--- config.mk ---
export PLATFORM = sky130hd
export DESIGN_NAME = ula_arbiter
export DESIGN_NICKNAME = d
export VERILOG_FILES = /design/src/rtl/ula_arbiter_pkg.sv /design/src/rtl/ula_flags.sv /design/src/rtl/ula_arbiter.sv
export SDC_FILE = /design/constraint.sdc
export NUM_CORES = 1
export LEC_CHECK = 0
export ABC_CLOCK_PERIOD_IN_PS = 3400
export BUFFER_PORTS_ARGS = -buffer_cell sky130_fd_sc_hd__clkbuf_2
export CAP_MARGIN = 20
export CORE_AREA = 5 5 203 205
export DETAILED_ROUTE_END_ITERATION = 16
export DIE_AREA = 0 0 208 210
export PLACE_DENSITY = 0.48
export SYNTH_ARGS = -nofsm -noshare
export SYNTH_HDL_FRONTEND = slang
export SYNTH_SLANG_ARGS = --single-unit
export TNS_END_PERCENT = 5
--- constraint.sdc ---
create_clock -name clk -period 3.4 [get_ports clk]
set_clock_uncertainty 0.05 [all_clocks]
set_input_delay 0.17 -clock clk [delete_from_list [all_inputs] [get_ports clk]]
set_output_delay 0.17 -clock clk [all_outputs]
set_load 0.01 [all_outputs]
--- src/rtl/ula_arbiter_pkg.sv ---
// Shared definitions for the two-requester ULA arbiter: FSM encoding, flag
// bit positions and default datapath width.
package ula_arbiter_pkg;

    localparam int ULA_WIDTH = 64;

    localparam int FLAG_Z = 0;
    localparam int FLAG_N = 1;
    localparam int FLAG_C = 2;
    localparam int FLAG_V = 3;

    typedef enum logic [1:0] {
        S_IDLE = 2'd0,
        S_EXEC = 2'd1,
        S_RESP = 2'd2
    } state_t;

endpackage

--- src/rtl/ula_flags.sv ---
// Condition flags {V, C, N, Z} for one add/sub, derived from the operands
// actually presented to the ULA and the result it returned.
module ula_flags
    import ula_arbiter_pkg::*;
#(
    parameter int WIDTH = ULA_WIDTH
) (
    input  logic [WIDTH-1:0] i_s1,
    input  logic [WIDTH-1:0] i_s2,
    input  logic             i_sub,
    input  logic [WIDTH-1:0] i_res,
    output logic [3:0]       o_flags
);

    logic [WIDTH-1:0] w_s2_eff;
    logic [WIDTH:0]   w_sum;

    // Subtraction is s1 + ~s2 + 1, so carry-out 1 means no borrow.
    assign w_s2_eff = i_sub ? ~i_s2 : i_s2;
    assign w_sum    = {1'b0, i_s1} + {1'b0, w_s2_eff} + {{WIDTH{1'b0}}, i_sub};

    always_comb begin
        o_flags         = '0;
        o_flags[FLAG_Z] = (i_res == '0);
        o_flags[FLAG_N] = i_res[WIDTH-1];
        o_flags[FLAG_C] = w_sum[WIDTH];
        o_flags[FLAG_V] = (i_s1[WIDTH-1] == w_s2_eff[WIDTH-1]) &&
                          (i_res[WIDTH-1] != i_s1[WIDTH-1]);
    end

endmodule

--- src/rtl/ula_arbiter.sv ---
// Round-robin share of one external 64-bit add/sub ULA between two
// requesters; one operation in flight, tagged registered response.
module ula_arbiter
    import ula_arbiter_pkg::*;
#(
    parameter int WIDTH = ULA_WIDTH
) (
    input  logic               clk,
    input  logic               rst,
    input  logic [1:0]         req_valid,
    output logic [1:0]         req_ready,
    input  logic [2*WIDTH-1:0] req_s1,
    input  logic [2*WIDTH-1:0] req_s2,
    input  logic [1:0]         req_sub,
    output logic [WIDTH-1:0]   ula_s1,
    output logic [WIDTH-1:0]   ula_s2,
    output logic               ula_sub,
    input  logic [WIDTH-1:0]   ula_res,
    output logic               rsp_valid,
    input  logic               rsp_ready,
    output logic               rsp_id,
    output logic [WIDTH-1:0]   rsp_res,
    output logic [3:0]         rsp_flags
);

    state_t           r_state;
    logic             r_last_grant;
    logic             r_id;
    logic [WIDTH-1:0] r_ula_s1;
    logic [WIDTH-1:0] r_ula_s2;
    logic             r_ula_sub;
    logic             r_rsp_valid;
    logic             r_rsp_id;
    logic [WIDTH-1:0] r_rsp_res;
    logic [3:0]       r_rsp_flags;

    logic             w_any;
    logic             w_gid;
    logic [WIDTH-1:0] w_sel_s1;
    logic [WIDTH-1:0] w_sel_s2;
    logic             w_sel_sub;
    logic [3:0]       w_flags;

    // A tie goes to the requester that was not granted last.
    always_comb begin
        w_any = |req_valid;
        case (req_valid)
            2'b01:   w_gid = 1'b0;
            2'b10:   w_gid = 1'b1;
            default: w_gid = ~r_last_grant;
        endcase
        req_ready = '0;
        if (!rst && r_state == S_IDLE && w_any)
            req_ready[w_gid] = 1'b1;
    end

    assign w_sel_s1  = w_gid ? req_s1[2*WIDTH-1:WIDTH] : req_s1[WIDTH-1:0];
    assign w_sel_s2  = w_gid ? req_s2[2*WIDTH-1:WIDTH] : req_s2[WIDTH-1:0];
    assign w_sel_sub = w_gid ? req_sub[1] : req_sub[0];

    ula_flags #(.WIDTH(WIDTH)) u_flags (
        .i_s1    (r_ula_s1),
        .i_s2    (r_ula_s2),
        .i_sub   (r_ula_sub),
        .i_res   (ula_res),
        .o_flags (w_flags)
    );

    always_ff @(posedge clk) begin
        if (rst) begin
            r_state      <= S_IDLE;
            r_last_grant <= 1'b1;
            r_id         <= 1'b0;
            r_ula_s1     <= '0;
            r_ula_s2     <= '0;
            r_ula_sub    <= 1'b0;
            r_rsp_valid  <= 1'b0;
            r_rsp_id     <= 1'b0;
            r_rsp_res    <= '0;
            r_rsp_flags  <= '0;
        end else begin
            case (r_state)
                S_IDLE: begin
                    if (w_any) begin
                        r_ula_s1     <= w_sel_s1;
                        r_ula_s2     <= w_sel_s2;
                        r_ula_sub    <= w_sel_sub;
                        r_id         <= w_gid;
                        r_last_grant <= w_gid;
                        r_state      <= S_EXEC;
                    end
                end
                S_EXEC: begin
                    r_rsp_res   <= ula_res;
                    r_rsp_flags <= w_flags;
                    r_rsp_id    <= r_id;
                    r_rsp_valid <= 1'b1;
                    r_state     <= S_RESP;
                end
                S_RESP: begin
                    if (rsp_ready) begin
                        r_rsp_valid <= 1'b0;
                        r_state     <= S_IDLE;
                    end
                end
                default: r_state <= S_IDLE;
            endcase
        end
    end

    assign ula_s1    = r_ula_s1;
    assign ula_s2    = r_ula_s2;
    assign ula_sub   = r_ula_sub;
    assign rsp_valid = r_rsp_valid;
    assign rsp_id    = r_rsp_id;
    assign rsp_res   = r_rsp_res;
    assign rsp_flags = r_rsp_flags;

endmodule
# Yosys cells after proc, flatten, opt, wreduce, memory -nomap -nowiden
# Cells that the tools add are included.
classes:
  eq_ne: 8
  bitwise_logic: 2
  mux: 13
  reduce_logical: 12
  addsub: 2
  magnitude_cmp: 2
op_table:
  columns: ["op", "n"]
  rows:
  - ["$mux W64", 3]
  - ["$add A64 B64 Y65", 1]
  - ["$add A65 B1 Y65", 1]
  - ["$logic_not A64 Y1", 1]
  - ["$not A64 Y64", 1]
  - ["$mux W2", 3]
  - ["$pmux W2 S3", 1]
  - ["$reduce_and A2 Y1", 3]
  - ["$eq A2 B1 Y1 const B", 2]
  - ["$eq A2 B2 Y1 const B", 2]
  - ["$logic_and A1 B1 Y1", 4]
  - ["$ne A2 B2 Y1 const B", 2]
  - ["$pmux W1 S2", 2]
  - ["$mux W1", 3]
  - ["$logic_not A2 Y1", 1]
  - ["$lt A1 B2 Y1 const B", 1]
  - ["$reduce_bool A2 Y1", 1]
  - ["$reduce_or A2 Y1", 1]
  - ["$demux W1 S1", 1]
  - ["$eq A1 B1 Y1", 1]
  - ["$ge A1 B1 Y1 const B", 1]
  - ["$logic_not A1 Y1", 1]
  - ["$ne A1 B1 Y1", 1]
  - ["$not A1 Y1", 1]
word_totals:
  register_bits: 203
  word_cells: 49
  out_inout_bits: 201
  inputBits: 327

# Longest topological paths before layout
depth:
  ltp_word: 7
  ltp_mapped: 10
  depth_no_buf: 8

# By module
# A second synthesis with hierarchy kept.
hier_totals:
  cells_unflattened: 1332
  area_unflattened_um2: 10826.6
by_module_without_submodules:
  columns: ["module", "cells_each", "seq_area_each_um2", "instances", "area_each_um2"]
  rows:
  - ["ula_arbiter", 1079, 4063.9, 1, 8732.1]
  - ["ula_flags", 253, 0.0, 1, 2094.5]

# Worst setup path after synthesis
# No wires, ideal clock.
synth_path:
  kind: "flip-flop to flip-flop"
  from: "reg r_ula_sub, in the netlist ula_sub"
  to: "reg r_rsp_flags[2], in the netlist rsp_flags[2]"
  stages_incl_launch_ff: 11
  path_slack_ns: 0.698
  period_less_slack_ns: 2.702
  arrival_time_ns: 2.532
  path_cell_list: "dfxtp_1 > clkbuf_1 > buf_2 > xor2_1 > ha_1 > a21o_1 > a221o_1 > a22o_1 > nor4_2 > o21ai_0 > o31a_1"
synth_between:
  elab_chain_len: 3
synth_rtl:
  columns: ["item", "line", "rtl"]
  rows:
  - ["from (decl)", "ula_arbiter.sv:31", "logic r_ula_sub;"]
  - ["from (signal assigned)", "ula_arbiter.sv:87", "r_ula_sub <= w_sel_sub;"]
  - ["$mux W64", "ula_flags.sv:19", "assign w_s2_eff = i_sub ? ~i_s2 : i_s2;"]
  - ["$add A64 B64 Y65", "ula_flags.sv:20", "assign w_sum = {1'b0, i_s1} + {1'b0, w_s2_eff} + {{WIDTH{1'b0}}, i_sub};"]
  - ["$add A65 B1 Y65 *", "ula_flags.sv:20", null]
  - ["to (signal assigned)", "ula_arbiter.sv:95", "r_rsp_flags <= w_flags;"]
  - ["to (decl)", "ula_arbiter.sv:35", "logic [3:0] r_rsp_flags;"]
# Mark *: on every way between the ends. The rest lies on a longest branch, timed or not.
# A chain may end at the register's enable or synchronous reset.

# Worst setup path after layout
# Same ends and word-level chain as after synthesis.

==> flow_summary.rst <==
.. list-table::
   :header-rows: 1

   * - Metric
     - Value
   * - Detailed-routing iteration count for the pre-antenna-repair pass
     - 5
   * - Crit-path max FO
     - 18
   * - Share of synthesized area occupied by flip-flops and latches
     - between 40% and 50%
   * - Worst-skew pair later-pin latency
     - 520 ps
   * - Layout net count
     - 2342
   * - List of cells traversed by the critical path
     - buf_4, xor2_1, ha_1, nand4_2, nor4_4, nand3_2, a311o_1, o21ai_0, o31a_1
   * - Post-synth top cells
     - nand2_1 (271), dfxtp_1 (202), o21ai_0 (138)
   * - Remaining design rule violation count
     - 0
   * - Total area of multi-input combinational cells
     - 5500 sq um
   * - Die span in y
     - 210 um
   * - Count of fill cells added during filler insertion
     - 3875
   * - Type of the worst setup path
     - reg2reg
   * - Global-route wire length before repair
     - between 60000 and 70000 um
   * - Worst slack, placed
     - 567 ps
   * - Number of sinks on the clock net
     - 202
   * - Period Utilization, post-route
     - 82.4%
   * - Startpoint of the most critical hold path
     - req_valid[1]
   * - Vias per Instance
     - approximately 4.5
   * - Number of maximum-capacitance violations
     - 0
   * - Share of layout cells above drive strength 1
     - 30.2%
   * - Share of the core filled with cells
     - 43.6%
   * - Number of register bits inferred by synthesis
     - 202
   * - Last weighted congestion value of the routability-driven placer
     - 0.922
   * - Hold Crit Class
     - in2reg
   * - Cell Pwr Density
     - 457 nW/um^2
   * - Count of unique library cells instantiated by Yosys
     - 44
   * - Reg2Reg Setup Slack
     - 600 ps
   * - CP max-delay cell
     - dfxtp_4
   * - Leakage
     - roughly 8.7 nW
   * - Final WS setup
     - between 500 and 600 ps
   * - Number of port buffers
     - 527
   * - GRT Residual Overflow
     - 0
   * - Reg-to-reg critical path endpoint
     - rsp_flags[2]
   * - Launch point of the worst reg-to-reg path
     - ula_sub
   * - Achievable Freq
     - 357 MHz
   * - Leading register cell type out of synthesis
     - dfxtp_1
   * - Worst Path Arrival
     - 3220 ps
   * - Ys async rst share
     - 0%
   * - RSZ-0062 raised after global routing
     - false
   * - Syn_area_per_cell
     - 8.71 sq um
   * - Root buffer cell
     - clkbuf_16
   * - Die area
     - 43700 sq um
   * - Number of antenna violations at the first check in global routing
     - 1
   * - FF+latch area
     - 4050 sq um
   * - Worst reg2reg path depth
     - 9
   * - Number of max-slew violations in the final report
     - 0
   * - Dominant cells by area after synthesis
     - dfxtp_1 (41%), mux2i_1 (13%), nand2_1 (10%)
   * - Sink of the worst hold path
     - r_last_grant
   * - Number of buffers on the longest clock path
     - 3
   * - Final setup violation count
     - 0
   * - Critical Path RT
     - about 3800 ps
   * - Floorplan die width
     - 208 um
   * - Initial Util
     - 25.1%
   * - Peak VDD IR
     - 0.249 mV
   * - Cell type with the highest aggregate area in the netlist
     - dfxtp_1
   * - Overall Global Routing Usage
     - between 10% and 20%
   * - Critical Path Sink Type
     - flip-flop
   * - Worst max-slew margin expressed relative to the limit
     - between 40% and 50%
   * - Area growth, synth to finish
     - 73.7%
   * - Slowest stage delay, CP
     - 550 ps
   * - Vias after detailed routing
     - 11200
   * - Status
     - completed
   * - Clock transition at the register clock pins on the worst setup and hold paths after CTS
     - 60 ps
   * - Iteration-0 DRC count of the detailed router
     - 490
   * - H-tree lvl count
     - 1
   * - Time the final worst path needs with I/O delays and setup
     - 2800 ps
   * - Clock tree from TritonCTS
     - done
   * - Average routed wire per standard cell
     - roughly 17 um
   * - Final WL
     - ~44000 um
   * - Floorplan Core Area
     - 39300 sq um
   * - Row count
     - between 70 and 80
   * - Ports placed on the boundary
     - 528
   * - Count of nets left with antenna violations after detail routing
     - 0
   * - Syn. warnings
     - 0
   * - TNS Setup
     - 0 ps
   * - Sum of net half-perimeters after detailed placement
     - approximately 32000 um
   * - Startpoint types
     - flip-flop
   * - Worst Hold Path Cells
     - 6
   * - Post-Syn Area
     - 9860 sq um
   * - Final Hold Violating Endpoints
     - 0
   * - Synth Instances
     - 1132
   * - Net count after synthesis
     - around 1500
   * - CTS Buf Count
     - 24
   * - Synth top area share
     - 41.0%
   * - Number of synthesized flops with an enable pin
     - 0
   * - Slew of the pin with the lowest slew margin
     - between 800 and 900 ps
   * - Vias in the first global route
     - 11800
   * - Library cell with the highest instance count after synthesis
     - nand2_1
   * - Maximum number of pins on one net before global-route repair
     - 131
[cell families (layout without fill, tap and decap cells)]
family | after synthesis | after routing | share of synthesized area, %
other | 0 | 2 | 0
adders and majority gates | 65 | 65 | 8.25
AOI/OAI and AO/OA | 251 | 251 | 13.5
buffers and inverters | 77 | 912 | 3.58
xor gates and xnor gates | 64 | 64 | 5.68
muxes | 130 | 130 | 13.2
DFF | 202 | 202 | 41.0
and+or+nand+nor | 343 | 343 | 14.8
[metrics by stage]
stage | std cells | power (mW) | hold slack [ps] | area (sq um)
after global placement | 2126 | 4.65 | 362 | 13000
after floorplan | 1132 | 3.83 | 256 | 9860
after CTS | 2492 | 7.94 | 204 | 17100
after detailed placement | 2126 | 4.69 | 369 | 13000
final | 2494 | 7.83 | 242 | 17100
after global routing | 2493 | 8.27 | 285 | 17100
[cells in the final DEF (no fill, tap or decap), drive strengths merged, types with 2 or more instances in the layout]
master       netlist  layout
nor2b              2       2
a21oi             88      88
nand4             15      15
clkinv             0       2
a21o               8       8
dfxtp            202     202
a211oi             5       5
inv                3       5
ha                65      65
xor2              63      63
nand2            271     271
nor2              14      14
bufinv             0       4
buf               32      16
dlygate4sd3        0     323
o21ai            138     138
diode              0       2
and2               2       2
clkbuf            42     562
mux2i            130     130
nor3               6       6
nand3              8       8
nor4              19      19
nand2b             3       3
[worst max path at each step]
stage                     cells after the start      endpoint  startpoint  slack, ps
final                                         9  rsp_flags[2]     ula_sub        600
after global routing                          9  rsp_flags[2]     ula_sub        450
after CTS                                     9  rsp_flags[2]     ula_sub        550
after detailed placement                      9  rsp_flags[2]     ula_sub        570
after global placement                        9  rsp_flags[2]     ula_sub        680
after floorplan                              10  rsp_flags[2]     ula_sub        700
[registers in the layout, summed over array words and instances, names as in the netlist]
name / cells
ula_s1: 64
ula_s2: 64
rsp_res: 63
rsp_flags: 4
r_state: 2
r_id: 1
r_last_grant: 1
rsp_id: 1
rsp_valid: 1
ula_sub: 1
[area by class of cell]
type | instances | share of cell area, %
tap | 525 | 3.83
clock buffer | 35 | 4.22
multi-input combinational | 853 | 32.1
sequential | 202 | 23.6
timing repair buffer | 866 | 35.3
antenna | 2 | 0.0292
clock inverter | 8 | 0.847
inverter | 3 | 0.0657
[layer usage]
metal / GRT usage, % / vias to the layer above / part of all wire, %
met3: 4.14 / 64 / 6.1
met2: 34.8 / 417 / 50
met4: 5.89 / 0 / 2.9
li1: - / 5571 / -
met1: 22.0 / 5154 / 41
met5: 0 / - / 0
[power by group]
group | internal, mW | switching, mW
Sequential | 2.60 | 0.268
Clock | 1.77 | 1.02
Combinational | 1.11 | 1.06
Total | 5.49 | 2.35
[critical path: cells and delay by family, from the launching register on]
family	cells	cell delay, ps
simple gates	3	740
flops	1	550
compound gates	3	610
fa+ha+maj	1	330
xor+xnor	1	110
buf+inv	1	340
[what timing repair did]
item	4_1_cts	5_1_grt
hold buffers	323	0
hold endpoints to repair	196	0
setup endpoints to repair	0	0
setup buffers	0	0
resized for setup	0	0
(Power assumes the default switching activity.)
